File: src/rtl/encoder4_2_rr.sv
// Registered 4-to-2 priority encoder with valid/ready handshake on both sides.
// Define ENCODER4_2_RR_EN for round-robin search order; undefined gives fixed priority (bit 0 first).
module encoder4_2_rr (
    input  logic       clk,
    input  logic       rst_n,
    input  logic       in_valid,
    output logic       in_ready,
    input  logic [3:0] in_req,
    output logic       out_valid,
    input  logic       out_ready,
    output logic [1:0] out_code,
    output logic       out_multi,
    output logic       out_none
);

    logic       accept;
    logic       sel_found;
    logic [1:0] sel_code;
    logic [1:0] idx;

`ifdef ENCODER4_2_RR_EN
    logic [1:0] ptr;
`else
    localparam logic [1:0] ptr = 2'b00;
`endif

    // A full result register can still take a new input when the consumer drains it this cycle.
    assign in_ready = ~out_valid | out_ready;
    assign accept   = in_valid & in_ready;

    // NOTE: every variable written here gets a default first, otherwise synthesis infers latches.
    always_comb begin
        sel_code  = 2'b00;
        sel_found = 1'b0;
        idx       = 2'b00;
        for (int k = 0; k < 4; k++) begin
            idx = ptr + 2'(k);
            if (!sel_found && in_req[idx]) begin
                sel_code  = idx;
                sel_found = 1'b1;
            end
        end
    end

    // NOTE: sequential state uses non-blocking assignments so all registers update from pre-edge values.
    always_ff @(posedge clk or negedge rst_n) begin
        if (!rst_n) begin
            out_valid <= 1'b0;
            out_code  <= 2'b00;
            out_multi <= 1'b0;
            out_none  <= 1'b0;
        end else if (accept) begin
            out_valid <= 1'b1;
            out_code  <= sel_code;
            out_multi <= ($countones(in_req) >= 2);
            out_none  <= ~sel_found;
        end else if (out_valid && out_ready) begin
            out_valid <= 1'b0;
        end
    end

`ifdef ENCODER4_2_RR_EN
    // A zero request leaves the search start where it was.
    always_ff @(posedge clk or negedge rst_n) begin
        if (!rst_n) begin
            ptr <= 2'b00;
        end else if (accept && sel_found) begin
            ptr <= sel_code + 2'd1;
        end
    end
`endif

endmodule

File: config.mk
export PLATFORM = sky130hd
export DESIGN_NAME = encoder4_2_rr
export DESIGN_NICKNAME = d
export VERILOG_FILES = /design/src/rtl/encoder4_2_rr.sv
export SDC_FILE = /design/constraint.sdc
export NUM_CORES = 1
export LEC_CHECK = 0
export BUFFER_PORTS_ARGS = -buffer_cell sky130_fd_sc_hd__buf_2
export CORE_AREA = 5 5 42 44
export DETAILED_ROUTE_END_ITERATION = 10
export DIE_AREA = 0 0 47 49
export PLACE_DENSITY_LB_ADDON = 0.2
export SLEW_MARGIN = 15
export SYNTH_ARGS = -nofsm -noshare
export SYNTH_HDL_FRONTEND = slang
export SYNTH_SLANG_ARGS = --single-unit
export TNS_END_PERCENT = 100
File: constraint.sdc
create_clock -name clk -period 0.9 [get_ports clk]
set_input_delay 0.18 -clock clk [delete_from_list [all_inputs] [get_ports clk]]
set_output_delay 0.18 -clock clk [all_outputs]
set_load 0.01 [all_outputs]
# Word level (Yosys, flattened, before mapping)
# Index checks and enable logic that the tools add are counted.
# word_totals
regBits,5
latch_bits,0
ram_bits,0
romBits,0
in_bits,8
output_inout_bits,6
wordCells,29
memories,0
# classes
n_addsub,3
multipliers,0
div_mod_pow,0
n_lt_le_gt_ge,1
n_eq_ne,0
n_shift,0
mux,9
bitwise,4
n_reduce_logical,8
# ops
cell,count
$mux 1,7
$add 1x1->2,2
$logic_and 1x1->1,4
$mux 2,2
$add 2x2->3,1
$ge 3x2->1 const B,1
$logic_not 1->1,3
$not 1->1,2
$reduce_bool 2->1,1
$and 1x1->1,1
$or 1x1->1,1

# Logic depth before layout (Yosys ltp)
# Gate-level depths: netlist of the first run.
# logic_depth
word_depth,11
depth_mapped,4
mapped_depth_nobuf,4

# Worst setup path before layout of the first run
# OpenSTA, ideal clock, no wires.
# synth_timing
kind,input-to-reg
start,input port in_req[0]
end,register out_multi
arrival_time_ns,1.074
setup_slack_ns,-0.299
path_stages,4
path_buffers,0
path_cell_list,inv_1 fa_1 o21ai_0 mux2_4
# synth_via
elab_chain_len,3
# synth_rtl
element,line_no,source
from (decl),8,"input logic [3:0] in_req,"
$add 1x1->2 (not written as such),55,out_multi <= ($countones(in_req) >= 2);
$add 2x2->3 (not written as such),55,
$ge 3x2->1,55,
to (signal assigned),55,
to (decl),12,"output logic out_multi,"
# No other way between the ends.
# A chain may end at the register's enable or synchronous reset.

# Final worst setup path of the first run
# layout_timing
start,register out_valid
end,output port in_ready
# layout_via
elab_chain_len,2
# layout_rtl
element,line_no,source
from (decl),9,"output logic out_valid,"
from (signal assigned),48,out_valid <= 1'b0;
from (signal assigned),53,out_valid <= 1'b1;
from (signal assigned),58,out_valid <= 1'b0;
$not 1->1,28,assign in_ready = ~out_valid | out_ready;
$or 1x1->1,28,
to (decl),7,"output logic in_ready,"
# No other way between the ends.

==> results.txt, run 1 <==
- The root buffer cell chosen for the clock tree is sky130_fd_sc_hd__clkbuf_4.
- Area contributors post-synth: sky130_fd_sc_hd__dfrtp_1 (42%), sky130_fd_sc_hd__mux2_4 (10%), sky130_fd_sc_hd__ha_1 (8.5%)
- Peak ir drop on the vdd network: 0.362 mV
- TritonCTS clock tree: done
* Yosys synthesis warning count: 0
- For this run the aggregate overflow at the end of global routing stands at 0.
- Total power: 739 uW
* Post-synthesis sequential area ratio: 42.4%
* Depth of the worst register-to-register path: 4
- Final count of pins violating max slew: 0
- First-pass GRT wire length: 1210 um
- In this run, the clock network consumes 34.5% of the power.
- In the routed layout, each cell is associated on average with a via count of 3.93.
- Violated checks: setup timing
- Internal power comes to 548 uW.
* Fin Clk Skew: 0.000931 ns
* Effective utilization at floorplan: between 20% and 30%
- Portion of the clock cycle consumed by the worst path in the final layout: 121%
* Synthesized cell area: 295 um^2
- After detailed routing, the average wire length per cell comes to around 10 um.
* Cell repeated most along the worst path: sky130_fd_sc_hd__buf_6
- Syn nets: 36
- The share of total power dissipated in sequential elements is 35.8%.
* Number of global-route vias before repair: approximately 310
* Detailed router's first-iteration violation count: 0
- Total number of vias: 275
- In this run the static leakage power is about 0.29 nW.
* Number of enable flip-flop cells after synthesis: 0
* Worst R2R Setup Slack: -0.18 ns
- From left edge to right edge, the die measures roughly 47 um.
- Along the worst path, the maximum fanout reaches 2.
- The initial antenna violation count is 0.
- Type of element capturing the critical path: primary output
- The flow ran to the end, but the final reports show violations.
* Final-stage net count: 66
- Clock latency at the later pin of the worst-skew pair: 0.24 ns
- Worst reg2reg path endpoint: out_none
* Fraction of layout cells with a size suffix above 1: 64.8%
* Number of clock sinks: 5
- Number of iterations in the first detailed-routing pass: 1
* Type of the worst min-delay path: input port to flop
- The largest single stage delay on the critical path is 0.37 ns.
* Critical Path Source Type: flop
- Across all setup checks in the final design, the least slack found is -0.185 ns.
* Clock edge transition at the registers on the reported setup and hold paths: 0.04 ns
- Final critical-path required period: 1.08 ns
- In this run the power density over the cells is 1410 nW/um^2.
- The final layout contains routed wiring with a total length of 715 um.
* Routability congestion estimate: roughly 0.7
- Post-synth top area share: 42.4%
- After technology mapping, the gate count stands at 25.
- The analysis attributes to net switching a power of 191 uW.
- At the pin with the least slew margin, the transition time is around 0.17 ns.
* Final non-filler cell area: 523 um^2
* Buffers added on ports: 13
* Post-layout utilization of the core: 37.3%
- Worst reg2reg path startpoint: out_valid
- In this run switching power makes up about a quarter of total power.
- Part of the power in combinational logic: 29.7%
- By count the netlist is led by sky130_fd_sc_hd__dfrtp_1 (5), sky130_fd_sc_hd__inv_1 (5).
- Data arrives at the worst endpoint at ~0.90 ns.
- Pin count of the biggest net entering global routing: 6
- Counting flops with an async set or reset pin after synthesis yields a share of 100%.
- The worst setup path is of the flop to primary output kind.
- Setup repair after global routing missed its margin: yes
* Estimated wirelength of the detail-placed design: 579 um
* Maximum Capacitance Violations: 0
- Die Footprint: 2300 um^2
* Cell type contributing the most total cell area after synthesis: sky130_fd_sc_hd__dfrtp_1
- The core region is approximately 1400 um^2.
- In this run, distinct cell masters in the synthesized netlist total 13.
- Worst Hold Path Cells: 2
- Hold-critical path endpoint: out_code[0]
- CTS built an H-tree with a depth of 1.
- During I/O placement, the number of pins put on the boundary was 14.
- After detailed routing, the number of remaining DRC violations is 0.
* Slowest cell on crit path: sky130_fd_sc_hd__dfrtp_1
* Critical path cell sequence: nand2b_4 > buf_6 > buf_6
* Worst slack, placed: -0.430 ns
- Static timing analysis puts the maximum clock frequency at 922 MHz.
- Setup-failing EPs final: 10
* Count of state elements after synthesis: 5
- Final hold violation count: 0
* Number of buffers on the longest clock path: 2
- After synthesis, the mean cell area works out to approximately 12 um^2.
- Routed Antenna Nets: 0
- Worst Min Path Start: in_valid
- Data on the critical path is required at its endpoint by 0.72 ns.
- Buffers inserted during clock tree synthesis total 3.
* Area added between synthesis and finish: 77.1%
* Number of placement rows: 14
- Y dimension of the die: 49 um
- In this run the tightest slew margin relative to its limit is between 80 and 90%.
* Main synth FF type: sky130_fd_sc_hd__dfrtp_1
- Area after detailed placement: between 400 and 500 um^2
- Diodes inserted: 0
* Total routing usage reported by global routing: just under 8%
## metrics by stage
step / hold WS, ns / cells / TNS [ns]
2_1_floorplan: -0.116 / 25 / -0.369
3_3_place_gp: -0.00176 / 61 / -1.11
3_5_place_dp: 0.000442 / 61 / -1.18
4_1_cts: 0.192 / 69 / -0.854
5_1_grt: 0.206 / 70 / -1.20
6_report: 0.208 / 70 / -0.808
## flip-flops by register name, summed over array words and instances, names as in the netlist
register and cells:
out_code 2, out_multi 1, out_none 1, out_valid 1
## how the worst max path moves through the flow
stage                    from   endpoint  slack (ns)  depth (start not counted)
detailed placement  in_req[3]  out_multi       -0.43                          5
floorplan           in_req[3]  out_multi       -0.25                          4
global route        out_valid   in_ready       -0.23                          3
global placement    in_req[3]  out_multi       -0.43                          5
CTS                 out_valid   in_ready       -0.19                          3
finish              out_valid   in_ready       -0.18                          3
## cell families after synthesis
group | after synthesis | share of synthesized area (%)
adders and majority gates | 3 | 15.3
buffers and inverters | 5 | 6.36
muxes | 3 | 13.6
DFF | 5 | 42.4
AOI/OAI and AO/OA | 5 | 9.32
and+or+nand+nor | 4 | 13.1
## power by group through the flow
stage	logic (mW)	clock network [mW]	registers, mW
finish	0.220	0.255	0.265
global route	0.243	0.292	0.268
CTS	0.210	0.268	0.266
floorplan	0.0714	0	0.282
global placement	0.174	0	0.268
detailed placement	0.177	0	0.271
## worst max-delay path: cells and delay by family (launching register included)
| family | cells | cell delay [ns] |
|---|---|---|
| and+or+nand+nor | 1 | 0.07 |
| DFF | 1 | 0.37 |
| buffers and inverters | 2 | 0.23 |
## cell type report
cell class	instances	area, um^2
tap	16	20.0
multi-input combinational	15	155
inverter	5	26.3
clock buffer	4	26.3
sequential	5	125
fill	154	878
timing repair buffer	25	170
## routing by layer
layer,share of wire (%),global-route usage [%]
met5,0,0
met4,3.8,9.68
met3,6.7,1.48
met2,54,12.0
met1,35,7.10
## timing repair
action / 4_1_cts / 5_1_grt
hold buffers: 1 / 0
gates resized for setup: 3 / 1
hold endpoints to repair: 5 / 0
setup buffers: 3 / 1
pin swaps: 2 / 0
endpoints found under the setup margin: 11 / 11
## cell usage in the layout (no fill, tap or decap)
cell                            instances
sky130_fd_sc_hd__a21oi_2                1
sky130_fd_sc_hd__a31oi_1                2
sky130_fd_sc_hd__and3_1                 1
sky130_fd_sc_hd__buf_2                 11
sky130_fd_sc_hd__buf_4                 11
sky130_fd_sc_hd__buf_6                  2
sky130_fd_sc_hd__clkbuf_1               1
sky130_fd_sc_hd__clkbuf_4               3
sky130_fd_sc_hd__dfrtp_1                5
sky130_fd_sc_hd__dlygate4sd3_1          1
sky130_fd_sc_hd__fa_1                   1
sky130_fd_sc_hd__ha_1                   2
sky130_fd_sc_hd__inv_1                  2
sky130_fd_sc_hd__inv_2                  2
sky130_fd_sc_hd__inv_8                  1
sky130_fd_sc_hd__mux2_4                 2
sky130_fd_sc_hd__mux2i_1                1
sky130_fd_sc_hd__nand2_4                1
sky130_fd_sc_hd__nand2b_4               1
sky130_fd_sc_hd__o21ai_0                1
sky130_fd_sc_hd__o21ai_1                1
sky130_fd_sc_hd__or2b_1                 1
No activity file was read; power rests on OpenSTA's default activity.
==> run 2: changes to the inputs <==
--- a/constraint.sdc
+++ b/constraint.sdc
@@ -3,2 +3,2 @@
 set_output_delay 0.18 -clock clk [all_outputs]
-set_load 0.01 [all_outputs]
+set_load 0.05 [all_outputs]
==> results.txt, run 2 (same netlist as run 1, synthesis figures left out) <==
* Status: finished with violations
- Violated checks: setup timing
* Number of global-route vias before repair: ~290
- After layout, the design draws a total of 876 uW.
* Final critical-path required period: 1.08 ns
* Clock tree root driver cell: sky130_fd_sc_hd__clkbuf_4
* Slew headroom: 83.5%
* Portion of the clock cycle consumed by the worst path in the final layout: 121%
- Across the routed clock network, the largest skew measured is 0.00190 ns.
* Number of I/O pins: 14
- Most frequent cells in the layout: sky130_fd_sc_hd__buf_4 (10), sky130_fd_sc_hd__buf_2 (6), sky130_fd_sc_hd__buf_6 (5)
* Area of the core: roughly 1400 um^2
- Counting flops per register, the top entry is out_code.
- After clock tree synthesis, the clock-pin slew on the worst setup and hold paths is 0.04 ns.
* Number of levels in the clock H-tree: 1
- The HPWL after detailed placement is between 500 and 600 um.
- Total routing usage reported by global routing: 7.57%
- Register cell area after layout: 126 um^2
- Flip-flop count of the largest register after layout: 2
- Actual slew at the worst max-slew pin: 0.249 ns
- Setup repair after global routing missed its margin: yes
- Pin count of the biggest net entering global routing: 6
- The analysis attributes to cell leakage a power of 0.304 nW.
- Detailed routing inserted a total of approximately 280 vias.
- Across the run, the number of max-cap violations was 0.
* Detailed router's first-iteration violation count: 1
- Setup-failing EPs final: 11
* Required time of the critical path: 0.72 ns
- Diodes inserted: 0
* Fmax achieved: 922 MHz
* Effective utilization at floorplan: 21.1%
- Type of the worst min-delay path: input port to flop
* Routed Antenna Nets: 0
- In this run the worst path has a maximum fanout of 3.
* First-pass GRT wire length: between 1000 and 1500 um
* Detailed-route DRC error count: 0
* Buffers added on ports: 13
* Post-layout utilization of the core: 40.5%
- Fraction of layout cells with a size suffix above 1: 64.8%
* Gr ovfl total: 0
- The number of clock buffers added by TritonCTS is 3.
- In this run the power density over the cells is 1540 nW/um^2.
- Final-stage net count: 66
* Wire length reported by the detailed router: 714 um
* Final hold violation count: 0
- The worst-case IR drop observed on VDD is 0.407 mV.
- Fill cells in the final layout number about 160.
- Type of element capturing the critical path: primary output
- Clock tree synthesis found a total of 5 sinks.
- At the later pin of the worst-skew pair, clock insertion delay measures 0.24 ns.
* Area added between synthesis and finish: 92.4%
- Number of buffers on the longest clock path: 2
- The floorplan has 14 rows.
* Critical Path Source Type: flop
- Initial antenna violation count: 0
- Y dimension of the die: 49 um
* Routed wire per std cell: 10.2 um
- Width of the chip: 47 um
- Signal arrival time at the worst endpoint: 0.90 ns
* Most common cell after layout, fill and taps aside: sky130_fd_sc_hd__buf_4
- The die covers 2300 um^2.
- Final count of pins violating max slew: 0
- TritonCTS clock tree: done
- Final WS setup: -0.185 ns
- Before antenna repair, the detailed router went through 2 iterations.
* Ratio of routed vias to standard cells: 3.93
- The setup path with the least slack is of type flop to primary output.
* Area taken by multi-input logic gates: 155 um^2
- At the end of routability-driven placement, the weighted congestion stood at 0.756.
## run 2: timing repair
item / 4_1_cts / 5_1_grt
buffers inserted: 3 / 1
pin swaps: 2 / 3
endpoints found under the hold margin: 5 / 0
endpoints found under the setup margin: 10 / 11
gates resized for setup: 20 / 2
hold buffers: 1 / 0
## run 2: stage by stage
step | setup TNS (ns) | setup WS [ns] | std cells | cell area, um^2 | hold WS [ns]
after floorplan | -1.26 | -0.348 | 25 | 297 | -0.116
after global placement | -1.12 | -0.402 | 61 | 434 | -0.000304
after detailed placement | -1.22 | -0.413 | 61 | 434 | 0.00236
after CTS | -1.09 | -0.204 | 69 | 554 | 0.189
after global routing | -1.26 | -0.208 | 70 | 568 | 0.223
final | -0.956 | -0.185 | 70 | 568 | 0.211
## run 2: report_power, final
part | internal, mW | switching (mW)
combinational | 0.166 | 0.179
sequential | 0.252 | 0.0207
clock | 0.168 | 0.0912
## run 2: worst max-delay path, stage by stage, from the launching register on
cell                       delay [ns]
sky130_fd_sc_hd__dfrtp_2         0.41
sky130_fd_sc_hd__nand2b_4        0.10
sky130_fd_sc_hd__buf_8           0.15
## run 2: area by class of cell
cell class	instances	share of cell area, %
Tap cell	16	3.52
Sequential cell	5	22.2
Timing Repair Buffer	25	38.1
Inverter	5	4.19
Multi-Input combinational cell	15	27.3
Clock buffer	4	4.63
## run 2: worst paths after layout
check	startpoint	to	slack, ns	cells after the start
worst max-delay path	out_valid	in_ready	-0.18	2
max in group asynchronous	rst_n	out_valid	0.48	2
worst max register to register	out_valid	out_code[0]	-0.09	5
min in group asynchronous	rst_n	out_code[0]	0.28	2
worst min-delay path	in_valid	out_code[0]	0.21	2
worst min register to register	out_code[0]	out_code[0]	0.59	2
## run 2: metal layers
| metal | part of all wire (%) | track usage, % | vias up |
|---|---|---|---|
| met5 | 0 | 0 | - |
| met4 | 2.7 | 9.68 | 0 |
| met3 | 7.3 | 1.85 | 2 |
| met2 | 55 | 10.9 | 9 |
| met1 | 34 | 7.37 | 123 |
| li1 | - | - | 141 |
